===== config.mk =====
export PLATFORM = sky130hd
export DESIGN_NAME = hyper_reg_if_mc
export DESIGN_NICKNAME = d
export VERILOG_FILES = /design/src/rtl/hyper_reg_pkg.sv /design/src/rtl/hyper_trans_queue.sv /design/src/rtl/hyper_reg_if_mc.sv
export SDC_FILE = /design/constraint.sdc
export NUM_CORES = 1
export LEC_CHECK = 0
export ABC_AREA = 1
export ABC_CLOCK_PERIOD_IN_PS = 10700
export BUFFER_PORTS_ARGS = -buffer_cell sky130_fd_sc_hd__buf_2
export CAP_MARGIN = 5
export CORE_ASPECT_RATIO = 1.5
export CORE_MARGIN = 1.5
export CORE_UTILIZATION = 50
export CTS_CLUSTER_DIAMETER = 200
export DETAILED_ROUTE_END_ITERATION = 10
export PLACE_DENSITY = 0.76
export SYNTH_ARGS = -nofsm -noshare
export SYNTH_HDL_FRONTEND = slang
export SYNTH_HIERARCHICAL = 1
export SYNTH_SLANG_ARGS = --single-unit

===== constraint.sdc =====
create_clock -name clk_i -period 10.7 [get_ports clk_i]
set_clock_uncertainty 0.1 [all_clocks]
set_input_delay 3.21 -clock clk_i [delete_from_list [all_inputs] [get_ports clk_i]]
set_output_delay 3.21 -clock clk_i [all_outputs]
set_load 0.005 [all_outputs]

===== src/rtl/hyper_reg_pkg.sv =====
// hyper_reg_pkg
// Shared constants for the HyperBus register interface: register word
// offsets, descriptor mode codes, bit positions inside CFG/STATUS/CLK_DIV
// words and the clock-divider handshake state encoding.
package hyper_reg_pkg;

    localparam logic [4:0] ADDR_RX_SADDR     = 5'd0;
    localparam logic [4:0] ADDR_RX_SIZE      = 5'd1;
    localparam logic [4:0] ADDR_RX_CFG       = 5'd2;
    localparam logic [4:0] ADDR_TX_SADDR     = 5'd3;
    localparam logic [4:0] ADDR_TX_SIZE      = 5'd4;
    localparam logic [4:0] ADDR_TX_CFG       = 5'd5;
    localparam logic [4:0] ADDR_EXT_ADDR     = 5'd6;
    localparam logic [4:0] ADDR_EXT_CFG      = 5'd7;
    localparam logic [4:0] ADDR_TRANS_CTRL   = 5'd8;
    localparam logic [4:0] ADDR_CLK_DIV      = 5'd9;
    localparam logic [4:0] ADDR_REG_VAL      = 5'd10;
    localparam logic [4:0] ADDR_STATUS       = 5'd11;
    localparam logic [4:0] ADDR_MEM_CFG_BASE = 5'd16;

    localparam logic [3:0] MODE_NORMAL = 4'd0;
    localparam logic [3:0] MODE_REG    = 4'd1;
    localparam logic [3:0] MODE_2D     = 4'd2;

    localparam int CFG_CONT_BIT     = 0;
    localparam int CFG_EN_BIT       = 4;
    localparam int CFG_CLR_BIT      = 5;
    localparam int TRANS_PUSH_BIT   = 0;
    localparam int TRANS_RXN_BIT    = 1;
    localparam int CLK_DIV_BUSY_BIT = 8;
    localparam int CLK_DIV_EN_BIT   = 31;
    localparam int REG_VAL_RXN_BIT  = 16;
    localparam int STAT_Q_OVF_BIT   = 8;
    localparam int STAT_ARG_OVF_BIT = 9;

    typedef enum logic [1:0] {
        CD_IDLE   = 2'd0,
        CD_REQ    = 2'd1,
        CD_ACKGAP = 2'd2
    } clk_div_state_e;

endpackage


===== src/rtl/hyper_trans_queue.sv =====
// hyper_trans_queue
// First-word-fall-through descriptor FIFO.
// Ports: push_i/data_i write side, pop_i read request (qualified internally
// with not-empty), data_o head entry, valid_o not empty, full_o,
// level_o occupancy, push_drop_o pulses when a push is refused.
module hyper_trans_queue #(
    parameter  int WIDTH = 8,
    parameter  int DEPTH = 4,
    localparam int PTR_W = $clog2(DEPTH),
    localparam int LVL_W = PTR_W + 1
) (
    input  logic             clk_i,
    input  logic             rst_i,
    input  logic             push_i,
    input  logic [WIDTH-1:0] data_i,
    input  logic             pop_i,
    output logic [WIDTH-1:0] data_o,
    output logic             valid_o,
    output logic             full_o,
    output logic [LVL_W-1:0] level_o,
    output logic             push_drop_o
);

    logic [WIDTH-1:0] mem_q [DEPTH];
    logic [WIDTH-1:0] mem_d [DEPTH];
    logic [PTR_W-1:0] wr_ptr_q, wr_ptr_d;
    logic [PTR_W-1:0] rd_ptr_q, rd_ptr_d;
    logic [LVL_W-1:0] level_q, level_d;
    logic             pop_ok, push_ok;

    always_comb begin
        pop_ok  = pop_i & (level_q != '0);
        // A full queue still takes a push when the head leaves in the same cycle.
        push_ok = push_i & ((level_q != LVL_W'(DEPTH)) | pop_ok);
        mem_d    = mem_q;
        wr_ptr_d = wr_ptr_q;
        rd_ptr_d = rd_ptr_q;
        level_d  = level_q;
        if (push_ok) begin
            mem_d[wr_ptr_q] = data_i;
            wr_ptr_d        = wr_ptr_q + 1'b1;
        end
        if (pop_ok) begin
            rd_ptr_d = rd_ptr_q + 1'b1;
        end
        if (push_ok && !pop_ok) begin
            level_d = level_q + 1'b1;
        end else if (!push_ok && pop_ok) begin
            level_d = level_q - 1'b1;
        end
    end

    always_ff @(posedge clk_i or posedge rst_i) begin
        if (rst_i) begin
            for (int i = 0; i < DEPTH; i++) begin
                mem_q[i] <= '0;
            end
            wr_ptr_q <= '0;
            rd_ptr_q <= '0;
            level_q  <= '0;
        end else begin
            mem_q    <= mem_d;
            wr_ptr_q <= wr_ptr_d;
            rd_ptr_q <= rd_ptr_d;
            level_q  <= level_d;
        end
    end

    assign data_o      = mem_q[rd_ptr_q];
    assign valid_o     = (level_q != '0);
    assign full_o      = (level_q == LVL_W'(DEPTH));
    assign level_o     = level_q;
    assign push_drop_o = push_i & ~push_ok;

endmodule


===== src/rtl/hyper_reg_if_mc.sv =====
// hyper_reg_if_mc
// Register interface for the uDMA HyperRAM/FLASH controller.
// Ports: cfg_* register bus (combinational read), RX/TX uDMA channel
// programming and status, per-chip-select memory timing vectors,
// clock-divider request/ack handshake, descriptor FIFO head with
// valid/ready, and a one-deep register-argument slot with valid/ready.
module hyper_reg_if_mc
    import hyper_reg_pkg::*;
#(
    parameter  int L2_AWIDTH_NOAL  = 12,
    parameter  int TRANS_SIZE      = 16,
    parameter  int N_CH            = 2,
    localparam int CH_W            = (N_CH > 1) ? $clog2(N_CH) : 1,
    parameter  int QUEUE_DEPTH     = 4,
    localparam int TRANS_DATA_SIZE = 32 + TRANS_SIZE + CH_W + 1 + 4
) (
    input  logic                       clk_i,
    input  logic                       rst_i,
    input  logic [31:0]                cfg_data_i,
    input  logic [4:0]                 cfg_addr_i,
    input  logic                       cfg_valid_i,
    input  logic                       cfg_rwn_i,
    output logic [31:0]                cfg_data_o,
    output logic                       cfg_ready_o,
    output logic [L2_AWIDTH_NOAL-1:0]  cfg_rx_startaddr_o,
    output logic [TRANS_SIZE-1:0]      cfg_rx_size_o,
    output logic                       cfg_rx_continuous_o,
    output logic                       cfg_rx_en_o,
    output logic                       cfg_rx_clr_o,
    input  logic                       cfg_rx_en_i,
    input  logic                       cfg_rx_pending_i,
    input  logic [L2_AWIDTH_NOAL-1:0]  cfg_rx_curr_addr_i,
    input  logic [TRANS_SIZE-1:0]      cfg_rx_bytes_left_i,
    output logic [L2_AWIDTH_NOAL-1:0]  cfg_tx_startaddr_o,
    output logic [TRANS_SIZE-1:0]      cfg_tx_size_o,
    output logic                       cfg_tx_continuous_o,
    output logic                       cfg_tx_en_o,
    output logic                       cfg_tx_clr_o,
    input  logic                       cfg_tx_en_i,
    input  logic                       cfg_tx_pending_i,
    input  logic [L2_AWIDTH_NOAL-1:0]  cfg_tx_curr_addr_i,
    input  logic [TRANS_SIZE-1:0]      cfg_tx_bytes_left_i,
    output logic [4*N_CH-1:0]          cfg_latency_access_o,
    output logic [4*N_CH-1:0]          cfg_read_write_recovery_o,
    output logic [3*N_CH-1:0]          cfg_rwds_delay_line_o,
    output logic [2*N_CH-1:0]          cfg_variable_latency_check_o,
    output logic [N_CH-1:0]            cfg_en_latency_additional_o,
    output logic [16*N_CH-1:0]         cfg_cs_max_o,
    output logic                       clk_div_enable_o,
    output logic [7:0]                 clk_div_data_o,
    output logic                       clk_div_valid_o,
    input  logic                       clk_div_ack_i,
    output logic [TRANS_DATA_SIZE-1:0] cfg_trans_data_o,
    output logic                       cfg_trans_valid_o,
    input  logic                       cfg_trans_ready_i,
    output logic [31:0]                cfg_arg_data_o,
    output logic                       cfg_arg_valid_o,
    input  logic                       cfg_arg_ready_i
);

    localparam int LVL_W = $clog2(QUEUE_DEPTH) + 1;

    logic [L2_AWIDTH_NOAL-1:0] rx_saddr_q, rx_saddr_d, tx_saddr_q, tx_saddr_d;
    logic [TRANS_SIZE-1:0]     rx_size_q, rx_size_d, tx_size_q, tx_size_d;
    logic                      rx_cont_q, rx_cont_d, tx_cont_q, tx_cont_d;
    logic                      rx_en_q, rx_en_d, tx_en_q, tx_en_d;
    logic                      rx_clr_q, rx_clr_d, tx_clr_q, tx_clr_d;
    logic [31:0]               ext_addr_q, ext_addr_d;
    logic [3:0]                ext_mode_q, ext_mode_d;
    logic [CH_W-1:0]           ext_ch_q, ext_ch_d;
    logic [15:0]               arg_val_q, arg_val_d;
    logic                      arg_rxn_q, arg_rxn_d;
    logic                      arg_valid_q, arg_valid_d;
    logic                      q_ovf_q, q_ovf_d, arg_ovf_q, arg_ovf_d;
    clk_div_state_e            cd_state_q, cd_state_d;
    logic [7:0]                cd_data_q, cd_data_d, cd_shadow_q, cd_shadow_d;
    logic                      cd_pend_q, cd_pend_d;
    logic                      cd_valid_q, cd_valid_d, cd_en_q, cd_en_d;
    logic [3:0]                lat_q [N_CH], lat_d [N_CH], rwr_q [N_CH], rwr_d [N_CH];
    logic [2:0]                rwds_q [N_CH], rwds_d [N_CH];
    logic [1:0]                chk_q [N_CH], chk_d [N_CH];
    logic                      addl_q [N_CH], addl_d [N_CH];
    logic [15:0]               csmax_q [N_CH], csmax_d [N_CH];

    logic                       wr, push, q_drop, cd_busy, wr_cd;
    logic [TRANS_DATA_SIZE-1:0] push_data;
    logic [LVL_W-1:0]           q_level;
    logic                       q_full;

    hyper_trans_queue #(.WIDTH(TRANS_DATA_SIZE), .DEPTH(QUEUE_DEPTH)) u_queue (
        .clk_i       (clk_i),
        .rst_i       (rst_i),
        .push_i      (push),
        .data_i      (push_data),
        .pop_i       (cfg_trans_ready_i),
        .data_o      (cfg_trans_data_o),
        .valid_o     (cfg_trans_valid_o),
        .full_o      (q_full),
        .level_o     (q_level),
        .push_drop_o (q_drop)
    );

    assign wr      = cfg_valid_i & ~cfg_rwn_i;
    assign wr_cd   = wr & (cfg_addr_i == ADDR_CLK_DIV);
    assign cd_busy = (cd_state_q != CD_IDLE) | cd_pend_q;
    // Descriptor is built from register contents before this write lands.
    assign push    = wr & (cfg_addr_i == ADDR_TRANS_CTRL) & cfg_data_i[TRANS_PUSH_BIT];
    assign push_data = {ext_addr_q,
                        cfg_data_i[TRANS_RXN_BIT] ? rx_size_q : tx_size_q,
                        ext_ch_q, cfg_data_i[TRANS_RXN_BIT], ext_mode_q};

    always_comb begin
        rx_saddr_d = rx_saddr_q;  tx_saddr_d = tx_saddr_q;
        rx_size_d  = rx_size_q;   tx_size_d  = tx_size_q;
        rx_cont_d  = rx_cont_q;   tx_cont_d  = tx_cont_q;
        rx_en_d    = 1'b0;        tx_en_d    = 1'b0;
        rx_clr_d   = 1'b0;        tx_clr_d   = 1'b0;
        ext_addr_d = ext_addr_q;  ext_mode_d = ext_mode_q;
        ext_ch_d   = ext_ch_q;
        arg_val_d  = arg_val_q;   arg_rxn_d  = arg_rxn_q;
        arg_valid_d = arg_valid_q;
        q_ovf_d    = q_ovf_q;     arg_ovf_d  = arg_ovf_q;
        lat_d = lat_q;  rwr_d = rwr_q;  rwds_d = rwds_q;
        chk_d = chk_q;  addl_d = addl_q; csmax_d = csmax_q;

        if (arg_valid_q && cfg_arg_ready_i) begin
            arg_valid_d = 1'b0;
        end

        if (wr) begin
            case (cfg_addr_i)
                ADDR_RX_SADDR: rx_saddr_d = cfg_data_i[L2_AWIDTH_NOAL-1:0];
                ADDR_RX_SIZE:  rx_size_d  = cfg_data_i[TRANS_SIZE-1:0];
                ADDR_RX_CFG: begin
                    rx_cont_d = cfg_data_i[CFG_CONT_BIT];
                    rx_en_d   = cfg_data_i[CFG_EN_BIT];
                    rx_clr_d  = cfg_data_i[CFG_CLR_BIT];
                end
                ADDR_TX_SADDR: tx_saddr_d = cfg_data_i[L2_AWIDTH_NOAL-1:0];
                ADDR_TX_SIZE:  tx_size_d  = cfg_data_i[TRANS_SIZE-1:0];
                ADDR_TX_CFG: begin
                    tx_cont_d = cfg_data_i[CFG_CONT_BIT];
                    tx_en_d   = cfg_data_i[CFG_EN_BIT];
                    tx_clr_d  = cfg_data_i[CFG_CLR_BIT];
                end
                ADDR_EXT_ADDR: ext_addr_d = cfg_data_i;
                ADDR_EXT_CFG: begin
                    ext_mode_d = cfg_data_i[3:0];
                    ext_ch_d   = cfg_data_i[8 +: CH_W];
                end
                ADDR_REG_VAL: begin
                    // A full slot that is not draining this cycle refuses the write.
                    if (arg_valid_q && !cfg_arg_ready_i) begin
                        arg_ovf_d = 1'b1;
                    end else begin
                        arg_val_d   = cfg_data_i[15:0];
                        arg_rxn_d   = cfg_data_i[REG_VAL_RXN_BIT];
                        arg_valid_d = 1'b1;
                    end
                end
                ADDR_STATUS: begin
                    if (cfg_data_i[STAT_Q_OVF_BIT])   q_ovf_d   = 1'b0;
                    if (cfg_data_i[STAT_ARG_OVF_BIT]) arg_ovf_d = 1'b0;
                end
                default: ;
            endcase
            for (int c = 0; c < N_CH; c++) begin
                if (cfg_addr_i == 5'(ADDR_MEM_CFG_BASE + 5'(c))) begin
                    lat_d[c]   = cfg_data_i[3:0];
                    rwr_d[c]   = cfg_data_i[7:4];
                    rwds_d[c]  = cfg_data_i[10:8];
                    chk_d[c]   = cfg_data_i[12:11];
                    addl_d[c]  = cfg_data_i[13];
                    csmax_d[c] = cfg_data_i[31:16];
                end
            end
        end

        // Sticky set after the clear so a coincident set wins.
        if (q_drop) begin
            q_ovf_d = 1'b1;
        end
    end

    // Clock-divider request: a write during an outstanding request is parked
    // in the shadow; on ack the shadow (or a coincident write) is reissued
    // after one cycle with valid low so the consumer sees a fresh request.
    always_comb begin
        cd_state_d  = cd_state_q;
        cd_data_d   = cd_data_q;
        cd_shadow_d = cd_shadow_q;
        cd_pend_d   = cd_pend_q;
        cd_valid_d  = cd_valid_q;
        cd_en_d     = wr_cd ? cfg_data_i[CLK_DIV_EN_BIT] : cd_en_q;
        case (cd_state_q)
            CD_IDLE: begin
                if (wr_cd) begin
                    cd_data_d  = cfg_data_i[7:0];
                    cd_valid_d = 1'b1;
                    cd_state_d = CD_REQ;
                end
            end
            CD_REQ: begin
                if (clk_div_ack_i) begin
                    cd_valid_d = 1'b0;
                    if (wr_cd || cd_pend_q) begin
                        cd_data_d  = wr_cd ? cfg_data_i[7:0] : cd_shadow_q;
                        cd_pend_d  = 1'b0;
                        cd_state_d = CD_ACKGAP;
                    end else begin
                        cd_state_d = CD_IDLE;
                    end
                end else if (wr_cd) begin
                    cd_shadow_d = cfg_data_i[7:0];
                    cd_pend_d   = 1'b1;
                end
            end
            CD_ACKGAP: begin
                if (wr_cd) begin
                    cd_shadow_d = cfg_data_i[7:0];
                    cd_pend_d   = 1'b1;
                end
                cd_valid_d = 1'b1;
                cd_state_d = CD_REQ;
            end
            default: begin
                cd_valid_d = 1'b0;
                cd_state_d = CD_IDLE;
            end
        endcase
    end

    always_ff @(posedge clk_i or posedge rst_i) begin
        if (rst_i) begin
            rx_saddr_q <= '0;  tx_saddr_q <= '0;
            rx_size_q  <= '0;  tx_size_q  <= '0;
            rx_cont_q  <= 1'b0; tx_cont_q <= 1'b0;
            rx_en_q    <= 1'b0; tx_en_q   <= 1'b0;
            rx_clr_q   <= 1'b0; tx_clr_q  <= 1'b0;
            ext_addr_q <= '0;  ext_mode_q <= '0;  ext_ch_q <= '0;
            arg_val_q  <= '0;  arg_rxn_q  <= 1'b0; arg_valid_q <= 1'b0;
            q_ovf_q    <= 1'b0; arg_ovf_q <= 1'b0;
            cd_state_q <= CD_IDLE;
            cd_data_q  <= '0;  cd_shadow_q <= '0;
            cd_pend_q  <= 1'b0; cd_valid_q <= 1'b0; cd_en_q <= 1'b0;
            for (int c = 0; c < N_CH; c++) begin
                lat_q[c] <= '0;  rwr_q[c] <= '0;  rwds_q[c] <= '0;
                chk_q[c] <= '0;  addl_q[c] <= 1'b0; csmax_q[c] <= '0;
            end
        end else begin
            rx_saddr_q <= rx_saddr_d;  tx_saddr_q <= tx_saddr_d;
            rx_size_q  <= rx_size_d;   tx_size_q  <= tx_size_d;
            rx_cont_q  <= rx_cont_d;   tx_cont_q  <= tx_cont_d;
            rx_en_q    <= rx_en_d;     tx_en_q    <= tx_en_d;
            rx_clr_q   <= rx_clr_d;    tx_clr_q   <= tx_clr_d;
            ext_addr_q <= ext_addr_d;  ext_mode_q <= ext_mode_d;  ext_ch_q <= ext_ch_d;
            arg_val_q  <= arg_val_d;   arg_rxn_q  <= arg_rxn_d;   arg_valid_q <= arg_valid_d;
            q_ovf_q    <= q_ovf_d;     arg_ovf_q  <= arg_ovf_d;
            cd_state_q <= cd_state_d;
            cd_data_q  <= cd_data_d;   cd_shadow_q <= cd_shadow_d;
            cd_pend_q  <= cd_pend_d;   cd_valid_q <= cd_valid_d;  cd_en_q <= cd_en_d;
            lat_q  <= lat_d;   rwr_q  <= rwr_d;   rwds_q  <= rwds_d;
            chk_q  <= chk_d;   addl_q <= addl_d;  csmax_q <= csmax_d;
        end
    end

    always_comb begin
        cfg_data_o = '0;
        case (cfg_addr_i)
            ADDR_RX_SADDR: cfg_data_o[L2_AWIDTH_NOAL-1:0] = cfg_rx_curr_addr_i;
            ADDR_RX_SIZE:  cfg_data_o[TRANS_SIZE-1:0]     = cfg_rx_bytes_left_i;
            ADDR_RX_CFG:   cfg_data_o = {26'h0, cfg_rx_pending_i, cfg_rx_en_i, 3'h0, rx_cont_q};
            ADDR_TX_SADDR: cfg_data_o[L2_AWIDTH_NOAL-1:0] = cfg_tx_curr_addr_i;
            ADDR_TX_SIZE:  cfg_data_o[TRANS_SIZE-1:0]     = cfg_tx_bytes_left_i;
            ADDR_TX_CFG:   cfg_data_o = {26'h0, cfg_tx_pending_i, cfg_tx_en_i, 3'h0, tx_cont_q};
            ADDR_EXT_ADDR: cfg_data_o = ext_addr_q;
            ADDR_EXT_CFG: begin
                cfg_data_o[3:0]      = ext_mode_q;
                cfg_data_o[8 +: CH_W] = ext_ch_q;
            end
            ADDR_CLK_DIV:  cfg_data_o = {cd_en_q, 22'h0, cd_busy, cd_data_q};
            ADDR_REG_VAL:  cfg_data_o = {15'h0, arg_rxn_q, arg_val_q};
            ADDR_STATUS:   cfg_data_o = {22'h0, arg_ovf_q, q_ovf_q, 8'(q_level)};
            default: ;
        endcase
        for (int c = 0; c < N_CH; c++) begin
            if (cfg_addr_i == 5'(ADDR_MEM_CFG_BASE + 5'(c))) begin
                cfg_data_o = {csmax_q[c], 2'b00, addl_q[c], chk_q[c], rwds_q[c], rwr_q[c], lat_q[c]};
            end
        end
    end

    for (genvar c = 0; c < N_CH; c++) begin : g_ch
        assign cfg_latency_access_o[4*c +: 4]         = lat_q[c];
        assign cfg_read_write_recovery_o[4*c +: 4]    = rwr_q[c];
        assign cfg_rwds_delay_line_o[3*c +: 3]        = rwds_q[c];
        assign cfg_variable_latency_check_o[2*c +: 2] = chk_q[c];
        assign cfg_en_latency_additional_o[c]         = addl_q[c];
        assign cfg_cs_max_o[16*c +: 16]               = csmax_q[c];
    end

    assign cfg_ready_o         = 1'b1;
    assign cfg_rx_startaddr_o  = rx_saddr_q;
    assign cfg_rx_size_o       = rx_size_q;
    assign cfg_rx_continuous_o = rx_cont_q;
    assign cfg_rx_en_o         = rx_en_q;
    assign cfg_rx_clr_o        = rx_clr_q;
    assign cfg_tx_startaddr_o  = tx_saddr_q;
    assign cfg_tx_size_o       = tx_size_q;
    assign cfg_tx_continuous_o = tx_cont_q;
    assign cfg_tx_en_o         = tx_en_q;
    assign cfg_tx_clr_o        = tx_clr_q;
    assign clk_div_enable_o    = cd_en_q;
    assign clk_div_data_o      = cd_data_q;
    assign clk_div_valid_o     = cd_valid_q;
    assign cfg_arg_data_o      = {15'h0, arg_rxn_q, arg_val_q};
    assign cfg_arg_valid_o     = arg_valid_q;

endmodule

Word level (Yosys, flattened, before mapping) --
Cells that the tools add are included.
Word-level totals: input bits 104, word-level logic and storage cells 178, output and inout bits 253, register bits 423
Cells by class: $lt $le $gt $ge 3, muxes and demuxes 54, reductions and logical operators 37, add/sub/neg operators 4, bitwise logic cells 14, equal/unequal tests 23
Operators by type and width (number):
- bitwise mux 216 bit | 1
- 2-to-1 mux 54 bit | 3
- binary-select mux 54 bit (select 2 bit) | 1
- demux 54 bit (select 2 bit) | 1
- 2-to-1 mux 32 bit | 2
- case mux 16 bit (3 select lines) | 1
- case mux 4 bit (11 select lines) | 1
- 2-to-1 mux 8 bit | 5
- case mux 4 bit (9 select lines) | 1
- case mux 8 bit (2 select lines) | 2
- AND reduction 2 bit | 13
- 2-to-1 mux 1 bit | 23
- case mux 3 bit (7 select lines) | 1
- == test 5 x 3 -> 1 bit (second input constant) | 4
- == test 5 x 4 -> 1 bit (second input constant) | 4
- 2-to-1 mux 16 bit | 1
- case mux 4 bit (4 select lines) | 1
- nonzero test 2 bit | 8
- inequality test 2 bit (second input constant) | 6
- == test 5 x 2 -> 1 bit (second input constant) | 2
- == test 5 bit (second input constant) | 2
- case mux 1 bit (9 select lines) | 1
- AND reduction 4 bit | 2
- AND 1 bit | 7
- other kinds (24) | 42

Longest topological paths before layout --
Gate-level depths: netlist of run 1.
word-level depth 9, mapped depth 17, mapped depth without buffers 14

Modules after synthesis --
Netlist of run 1, hierarchy kept.
By module, submodules not included:
- hyper_trans_queue | cells each 1312, instances 1, area an instance 11091.9 um2, sequential area each 5580.4 um2
- hyper_reg_if_mc | cells each 1177, instances 1, area an instance 9210.1 um2, sequential area each 5004.8 um2

Worst setup path after synthesis of run 1 --
OpenSTA, ideal clock, no wires.
path type in2out, from in cfg_addr_i[4], to out cfg_data_o[12], slack 3125 ps, stages on the path 8, arrival time 4265 ps, buffers on the path 2, cell sequence inv_1 -> buf_2 -> nand3_1 -> nor2_1 -> buf_2 -> nand2_1 -> nand4_1 -> nand3b_1
Between the ends: word-level cells in the longest chain between the ends 4
Ends and longest elaborated chain:
- from (decl) | RTL line hyper_reg_if_mc.sv:20 | input logic [4:0] cfg_addr_i,
- == test 5 x 4 -> 1 bit, or another cell as far along | RTL line hyper_reg_if_mc.sv:269 | case (cfg_addr_i)
- case mux 4 bit (4 select lines) | RTL line hyper_reg_if_mc.sv:269
- 2-to-1 mux 32 bit | RTL line hyper_reg_if_mc.sv:287 | if (cfg_addr_i == 5'(ADDR_MEM_CFG_BASE + 5'(c))) begin
- 2-to-1 mux 32 bit * | RTL line hyper_reg_if_mc.sv:287
- to (decl) | RTL line hyper_reg_if_mc.sv:23 | output logic [31:0] cfg_data_o,
Every way passes the cells marked *; elsewhere a longest branch is shown, timed or not.

Final worst setup path of run 1 --
from in cfg_addr_i[4], to out cfg_data_o[16]
Between the ends: word-level cells in the longest chain between the ends 4
Ends and longest elaborated chain (RTL line):
- == test 5 x 4 -> 1 bit or == test 5 x 3 -> 1 bit (tied branches) | hyper_reg_if_mc.sv:269
- case mux 16 bit (3 select lines) | hyper_reg_if_mc.sv:269
- 2-to-1 mux 32 bit | hyper_reg_if_mc.sv:287
- 2-to-1 mux 32 bit * | hyper_reg_if_mc.sv:287
Marked as above.

==> results of run 1 <==
layer usage:
layer	wire, µm	up-vias	GRT usage, %
met5	0	-	0
met4	3880	0	18.0
met3	5030	185	3.98
met2	31800	997	50.8
met1	25200	9189	40.1
li1	-	8662	-
sequential cells by signal (all words and copies together), names as in the netlist, 12 cells and up:
| signal | cells |
|---|---|
| cfg_rx_size_o | 16 |
| cfg_tx_size_o | 16 |
| cfg_tx_startaddr_o | 12 |
| ext_addr_q | 32 |
| cfg_rx_startaddr_o | 12 |
| u_queue/mem_q | 216 |
| arg_val_q | 16 |
| cfg_cs_max_o | 32 |
layout make-up:
cell class,instances,area (µm²)
diodes,4,10.0
clock inverters,14,214
multi-input cells,1796,8200
repair buffers,357,1840
inverters,76,300
well taps,506,633
clock buffers,55,1130
flip-flops and latches,423,10600
fillers,3686,17200
power groups by stage:
stage          clock network [mW]  logic [mW]  registers [mW]
2_1_floorplan                   0       0.750            1.86
3_3_place_gp                    0        1.20            1.91
6_report                     1.47        1.22            1.89
5_1_grt                      1.56        1.35            1.90
3_5_place_dp                    0        1.22            1.91
4_1_cts                      1.49        1.22            1.88
layout by cell type (no fill, tap or decap), types with 2 or more instances in the layout:
master and count:
clkinv_2 4, clkinv_4 2, nor2_1 155, o21ai_0 309
buf_4 16, nand2_1 908, inv_2 3, nand4_1 243
clkbuf_16 39, ha_2 4, o21ai_1 3, nand3_1 70
dfrtp_1 422, diode_2 4, nand3b_1 3, nor2_2 5
xor2_1 2, o22ai_1 54, inv_6 3, inv_1 69
clkinv_1 2, conb_1 16, a21oi_1 5, nand2_2 3
clkbuf_1 7, clkbuf_8 9, inv_8 2, buf_2 340
bufinv_16 5, nand3_4 5, xnor2_1 2
how the worst max path moves through the flow:
stage | startpoint | slack (ps) | to
after floorplan | rst_i | 1280 | u_queue/level_o[0]
after global placement | cfg_addr_i[4] | 1880 | cfg_data_o[16]
after detailed placement | cfg_addr_i[4] | 1880 | cfg_data_o[16]
after CTS | cfg_addr_i[4] | 1880 | cfg_data_o[16]
after global routing | cfg_addr_i[4] | 1650 | cfg_data_o[8]
final | cfg_addr_i[4] | 1800 | cfg_data_o[16]
tightest hold or removal path, cell delays in order (launching register included):
cell and delay (ps):
dfrtp_1 340, nand2_1 50, nand2_1 40
==> flow_summary.ini, run 1 <==
[sta]
setup_viol = 0
maxSlewHeadroom_pct = 10.3
rsz0062_at_grt = false
whs_ps = 365
setup_tns_ps = 0
setup_slack_ps = 1800
max_freq_ghz = 0.112
fin_crit_sh_pct = 83.2
hold_violations = 0
report.final.slew_viol_count = 0
tightest_slew_ps = 1340
period_needed_ps = 8900

[clocking]
path_clk_slew_ps = 60
cts-resized-gates = 0
cts-root-buf = clkbuf_16
clkLatencyLatePin_ps = 550
h-tree-depth = 2
cts.sinks = 423
clock_path_buffers = 3
ctsHoldBuffers = 0
postCtsSetupRepairBufs = 0
cts_tree = built
cts_made_buffers = 39

[pwr]
power_frac_clock_pct = 32.1
vdd_ir_drop_max_uv = 140
internal_power_mw = 3.00
p_sw_share_pct = 34.5
leakagePower_nw = 12.3
seqPwrFrac_pct = 41.2
power_frac_comb_pct = 26.7
net-switching-power_mw = 1.58
powerDensity_nw_per_um2 = 200
design_power_total_mw = 4.58

[die]
die_h_um = 250
die_w_um = 168
die_area_um2 = 41800
io_pins = 357
initial_core_util_pct = 50.6
core_area_um2 = 40100
rows = 90

[placed_design]
place_hpwl_um = 42200
dpl_worst_slack_ps = 1880
io_buffer_count = 340
dp_cells = 3158
gp_congestion = 0.962
place_area_um2 = 21600

[setup_path]
r2r_end = u_queue/mem_q[30]
max_stage_delay_ps = 940
crit_slowest_cell = nor2_1
arrival_ps = 5590
critPathTopFamily = simple AND/OR/NAND/NOR gates
end_kind = primary output
cp_common_cell = buf_2
crit_fanout = 20
r2r_cells = 6
cp-start-kind = primary input
crit_type = primary input to primary output
r2r_slack_ps = 7550
cp_num_buf_inv = 3
cp.depth = 7
cp_cell_sequence = buf_2 -> inv_1 -> nand3_1 -> nor2_1 -> nand2_1 -> nand4_1 -> buf_2
r2r-start = u_queue/level_o[0]
cp_data_required_time_ps = 7390

[drt]
routed_via_density = 5.89
totalWireLength_um = 65900
vias = 19033
drt_iter0_markers = 1833
wl_per_cell_um = 20.4
drc = 0
dr.pass1.iters = 5
ant_nets = 0

[global_routing]
grt_usage_pct = 31.2
grt_pass1_wl_um = 102000
grt_pass1_vias = 17721
grt_overflow_total = 0
antenna_found_initial = 4
grt_max_degree = 224

[flow_run]
drv_cap = 0

[min_path]
min_from = u_queue/mem_q[106]
hold_class = flop to flop
whs_endpoint = u_queue/mem_q[106]
hold_depth = 2

[run_status]
status = finished, final reports clean

[layout]
final_nets = 2803
drive_gt1_share_pct = 16.4
area_delta_synth_final_pct = 12.9
final_cell_count_no_fill = 3231
fin_area_um2 = 22900
fin_util_pct = 57.2

[synthesis]
syn_inst = 2488
syn_area_per_cell_um2 = 8.16
ys_warn_count = 6
netlist_area_um2 = 20300
(Power assumes the default switching activity.)
==> run 2, diff against run 1 <==
- ABC_CLOCK_PERIOD_IN_PS: 10700 -> 9300
- clock period: 10.7 -> 9.3 ns (I/O delays scaled with it)
==> flow_summary.ini, run 2 (synthesis gave the netlist of run 1 again) <==
[sta]
fin_crit_sh_pct = 84.9
maxSlewHeadroom_pct = 20.9
hold_violations = 0
period_needed_ps = 7900
setup_tns_ps = 0
report.final.slew_viol_count = 0
max_freq_ghz = 0.127
whs_ps = 366
tightest_slew_ps = 1190
setup_viol = 0
rsz0062_at_grt = false

[layout]
final_nets = 2804
layout_commonest_cell = nand2_1
most-common-layout-cells = nand2_1, dfrtp_1, buf_2
fin_util_pct = 56.9
area_delta_synth_final_pct = 12.4
fillers = 3701
drive_gt1_share_pct = 16.1
largest_register_ffs = 216
regMostFlops = u_queue/mem_q

[global_routing]
grt_max_degree = 224
grt_overflow_total = 0
grt_pass1_wl_um = 101000
grt_usage_pct = 31.0
antenna_found_initial = 2
grt_pass1_vias = 17626

[clocking]
cts_made_buffers = 39
clock_path_buffers = 3
cts_tree = built
postCtsSetupRepairBufs = 0
cts.sinks = 423
path_clk_slew_ps = 60
clkLatencyLatePin_ps = 560
ctsHoldBuffers = 0
cts-resized-gates = 0
cts-root-buf = clkbuf_16
h-tree-depth = 2

[placed_design]
place_hpwl_um = 42600
io_buffer_count = 340
gp_congestion = 0.945

[drt]
dr.pass1.iters = 6
drt_iter0_markers = 1896
vias = 18970
ant_nets = 0
wl_per_cell_um = 20.4
drc = 0
routed_via_density = 5.87
totalWireLength_um = 65900

[setup_path]
critPathTopFamily = simple AND/OR/NAND/NOR gates
max_stage_delay_ps = 890
crit_slowest_cell = nor2_1
cp-start-kind = primary input
cp_num_buf_inv = 3
cp_data_required_time_ps = 6410
cp_cell_sequence = buf_2 -> inv_1 -> nand2_1 -> nor2_1 -> nand2_1 -> nand2_1 -> a21oi_1 -> nand4_1 -> buf_2
end_kind = primary output
crit_type = primary input to primary output
cp_common_cell = nand2_1
arrival_ps = 5010
crit_fanout = 20

[flow_run]
drv_cap = 0

[die]
initial_core_util_pct = 50.6
die_w_um = 168
core_area_um2 = 40100
io_pins = 357
rows = 90
die_area_um2 = 41800
die_h_um = 250

[pwr]
vdd_ir_drop_max_uv = 178
design_power_total_mw = 5.18
leakagePower_nw = 12.3
powerDensity_nw_per_um2 = 227

[min_path]
hold_class = flop to flop

[run_status]
status = finished, final reports clean
[run 2: cell count changes in the layout (fill, tap and decap cells not counted), sizes merged]
| cell | delta |
|---|---|
| buf | +1 |
| bufinv | -3 |
| clkbuf | +6 |
| clkinv | -4 |
| diode | -2 |
[run 2: worst register-to-register path, stage by stage (launching register included)]
cell	delay, ps
dfrtp_1	480
nor2_2	100
nand3_4	190
buf_4	790
buf_4	990
nand4_1	330
nand2_1	130
[run 2: worst paths after layout]
check | endpoint | startpoint | slack (ps) | cells past startpoint
hold reg to reg | u_queue/mem_q[103] | u_queue/mem_q[103] | 370 | 2
setup reg to reg | u_queue/mem_q[124] | u_queue/level_o[1] | 6120 | 6
hold / removal | u_queue/mem_q[103] | u_queue/mem_q[103] | 370 | 2
min in group asynchronous | cfg_tx_size_o[11] | rst_i | 2340 | 2
setup / recovery | cfg_data_o[11] | cfg_addr_i[4] | 1400 | 9
max in group asynchronous | cfg_cs_max_o[8] | rst_i | 5150 | 3
[run 2: cell type report]
type	instances	area [µm²]	area share, %
Clock inverter	7	100	0.439
Sequential cell	423	10600	46.4
Tap cell	506	633	2.78
Timing Repair Buffer	358	1850	8.11
Multi-Input combinational cell	1796	8200	36.0
Inverter	76	300	1.32
Clock buffer	61	1130	4.95
Antenna cell	2	5.00	0.0219
[run 2: per-layer routing]
| metal | vias up | global-route usage, % | share of wire [%] |
|---|---|---|---|
| li1 | 8662 | - | - |
| met2 | 1024 | 50.2 | 48 |
| met5 | - | 0 | 0 |
| met4 | 0 | 17.4 | 5.7 |
| met3 | 182 | 4.71 | 8.2 |
| met1 | 9102 | 39.8 | 38 |
[run 2: power by group]
group	total, mW	internal (mW)	switching [mW]
combinational	1.41	0.473	0.939
sequential	2.17	1.99	0.181
clock	1.59	0.893	0.701
[run 2: metrics by stage]
step | setup slack, ps | instances | area, µm²
floorplan | 304 | 2502 | 20300
global placement | 1500 | 3159 | 21600
detailed placement | 1470 | 3159 | 21600
CTS | 1490 | 3227 | 22800
global route | 1260 | 3229 | 22800
finish | 1400 | 3229 | 22800
==> run 3, diff against run 2 <==
- ABC_CLOCK_PERIOD_IN_PS: 9300 -> 7450
- clock period: 9.3 -> 7.45 ns (I/O delays scaled with it)
==> flow_summary.ini, run 3 (synthesis gave the netlist of run 1 again) <==
[run_status]
status = finished, final reports clean

[setup_path]
r2r-start = u_queue/level_o[0]
cp_cell_sequence = buf_2 -> inv_1 -> nand3_1 -> nor2_1 -> nand2_1 -> nand2_1 -> nor2_1 -> nand2_1 -> nor2_1 -> nand3_1 -> buf_2
cp_data_required_time_ps = 5120
r2r_end = u_queue/mem_q[93]
crit_type = primary input to primary output
max_stage_delay_ps = 480
r2r_cells = 6
arrival_ps = 4160
crit_slowest_cell = nor2_1
end_kind = primary output
r2r_slack_ps = 4300
cp-start-kind = primary input
crit_fanout = 20

[die]
core_area_um2 = 40100
io_pins = 357
die_h_um = 250
initial_core_util_pct = 50.6
die_w_um = 168
rows = 90
die_area_um2 = 41800

[pwr]
vdd_ir_drop_max_uv = 352
powerDensity_nw_per_um2 = 289
leakagePower_nw = 12.4

[sta]
report.final.slew_viol_count = 0
hold_violations = 0
period_needed_ps = 6490
rsz0062_at_grt = false
max_freq_ghz = 0.154
setup_tns_ps = 0
tightest_slew_ps = 1320
maxSlewHeadroom_pct = 11.9
fin_crit_sh_pct = 87.2
setup_slack_ps = 957
setup_viol = 0

[layout]
drive_gt1_share_pct = 16.7
largest_register_ffs = 216
layout_commonest_cell = nand2_1
fin_util_pct = 57.4
final_nets = 2811
fillers = 3622
most-common-layout-cells = nand2_1, dfrtp_1, buf_2
regMostFlops = u_queue/mem_q
area_delta_synth_final_pct = 13.4

[global_routing]
grt_max_degree = 149
grt_pass1_wl_um = 102000
grt_usage_pct = 31.1
grt_overflow_total = 0
grt_pass1_vias = 17971
antenna_found_initial = 1

[clocking]
cts_made_buffers = 40
cts_tree = built
cts-root-buf = clkbuf_16
ctsHoldBuffers = 0
cts-resized-gates = 0
cts.sinks = 423
path_clk_slew_ps = 60
clock_path_buffers = 3
clkLatencyLatePin_ps = 540
postCtsSetupRepairBufs = 0
h-tree-depth = 2

[drt]
dr.pass1.iters = 5
vias = 18822
ant_nets = 0
routed_via_density = 5.82
drt_iter0_markers = 1763
wl_per_cell_um = 20.2
drc = 0
totalWireLength_um = 65400

[min_path]
whs_endpoint = u_queue/mem_q[59]
min_from = u_queue/mem_q[59]
hold_class = flop to flop
hold_depth = 2

[placed_design]
place_hpwl_um = 41800
dpl_worst_slack_ps = 957
io_buffer_count = 340
gp_congestion = 0.938

[flow_run]
drv_cap = 0
-- run 3: power breakdown --
part	total, mW	internal (mW)	switching (mW)
clock network	2.18	1.29	0.885
registers	2.71	2.49	0.222
logic	1.77	0.595	1.17
total	6.65	4.37	2.28
-- run 3: worst max-delay path: cells and delay by family --
kind,cells,cell delay (ps)
simple gates,8,1210
buf+inv,3,690
-- run 3: layout make-up --
type                       count  area [µm²]  share of cell area, %
multi-input combinational   1796        8200                   35.6
tap                          506         633                   2.75
clock inverter                12         194                  0.842
inverter                      76         293                   1.27
timing repair buffer         364        1910                   8.28
clock buffer                  58        1200                   5.21
antenna                        1        2.50                 0.0109
sequential                   423       10600                   46.0
-- run 3: how the worst max path moves through the flow --
stage | startpoint | endpoint | depth (start not counted)
2_1_floorplan | cfg_addr_i[4] | cfg_data_o[12] | 8
3_3_place_gp | cfg_addr_i[4] | cfg_data_o[9] | 10
3_5_place_dp | cfg_addr_i[4] | cfg_data_o[2] | 11
4_1_cts | cfg_addr_i[4] | cfg_data_o[2] | 11
5_1_grt | cfg_addr_i[4] | cfg_data_o[2] | 11
6_report | cfg_addr_i[4] | cfg_data_o[2] | 11
-- run 3: routing by layer --
layer / wire length [µm] / GRT usage [%]
met1: 25500 / 40.3
met2: 31500 / 51.0
met3: 5090 / 4.57
met4: 3360 / 15.5
met5: 0 / 0
-- run 3: metrics by stage --
| stage | hold slack (ps) | cell area [µm²] | cells | power [mW] |
|---|---|---|---|---|
| 3_3_place_gp | 347 | 21600 | 3165 | 4.46 |
| 5_1_grt | 384 | 23000 | 3236 | 6.97 |
| 4_1_cts | 369 | 23000 | 3235 | 6.67 |
| 3_5_place_dp | 353 | 21600 | 3165 | 4.50 |
| 6_report | 365 | 23000 | 3236 | 6.65 |
| 2_1_floorplan | 337 | 20400 | 2502 | 3.75 |
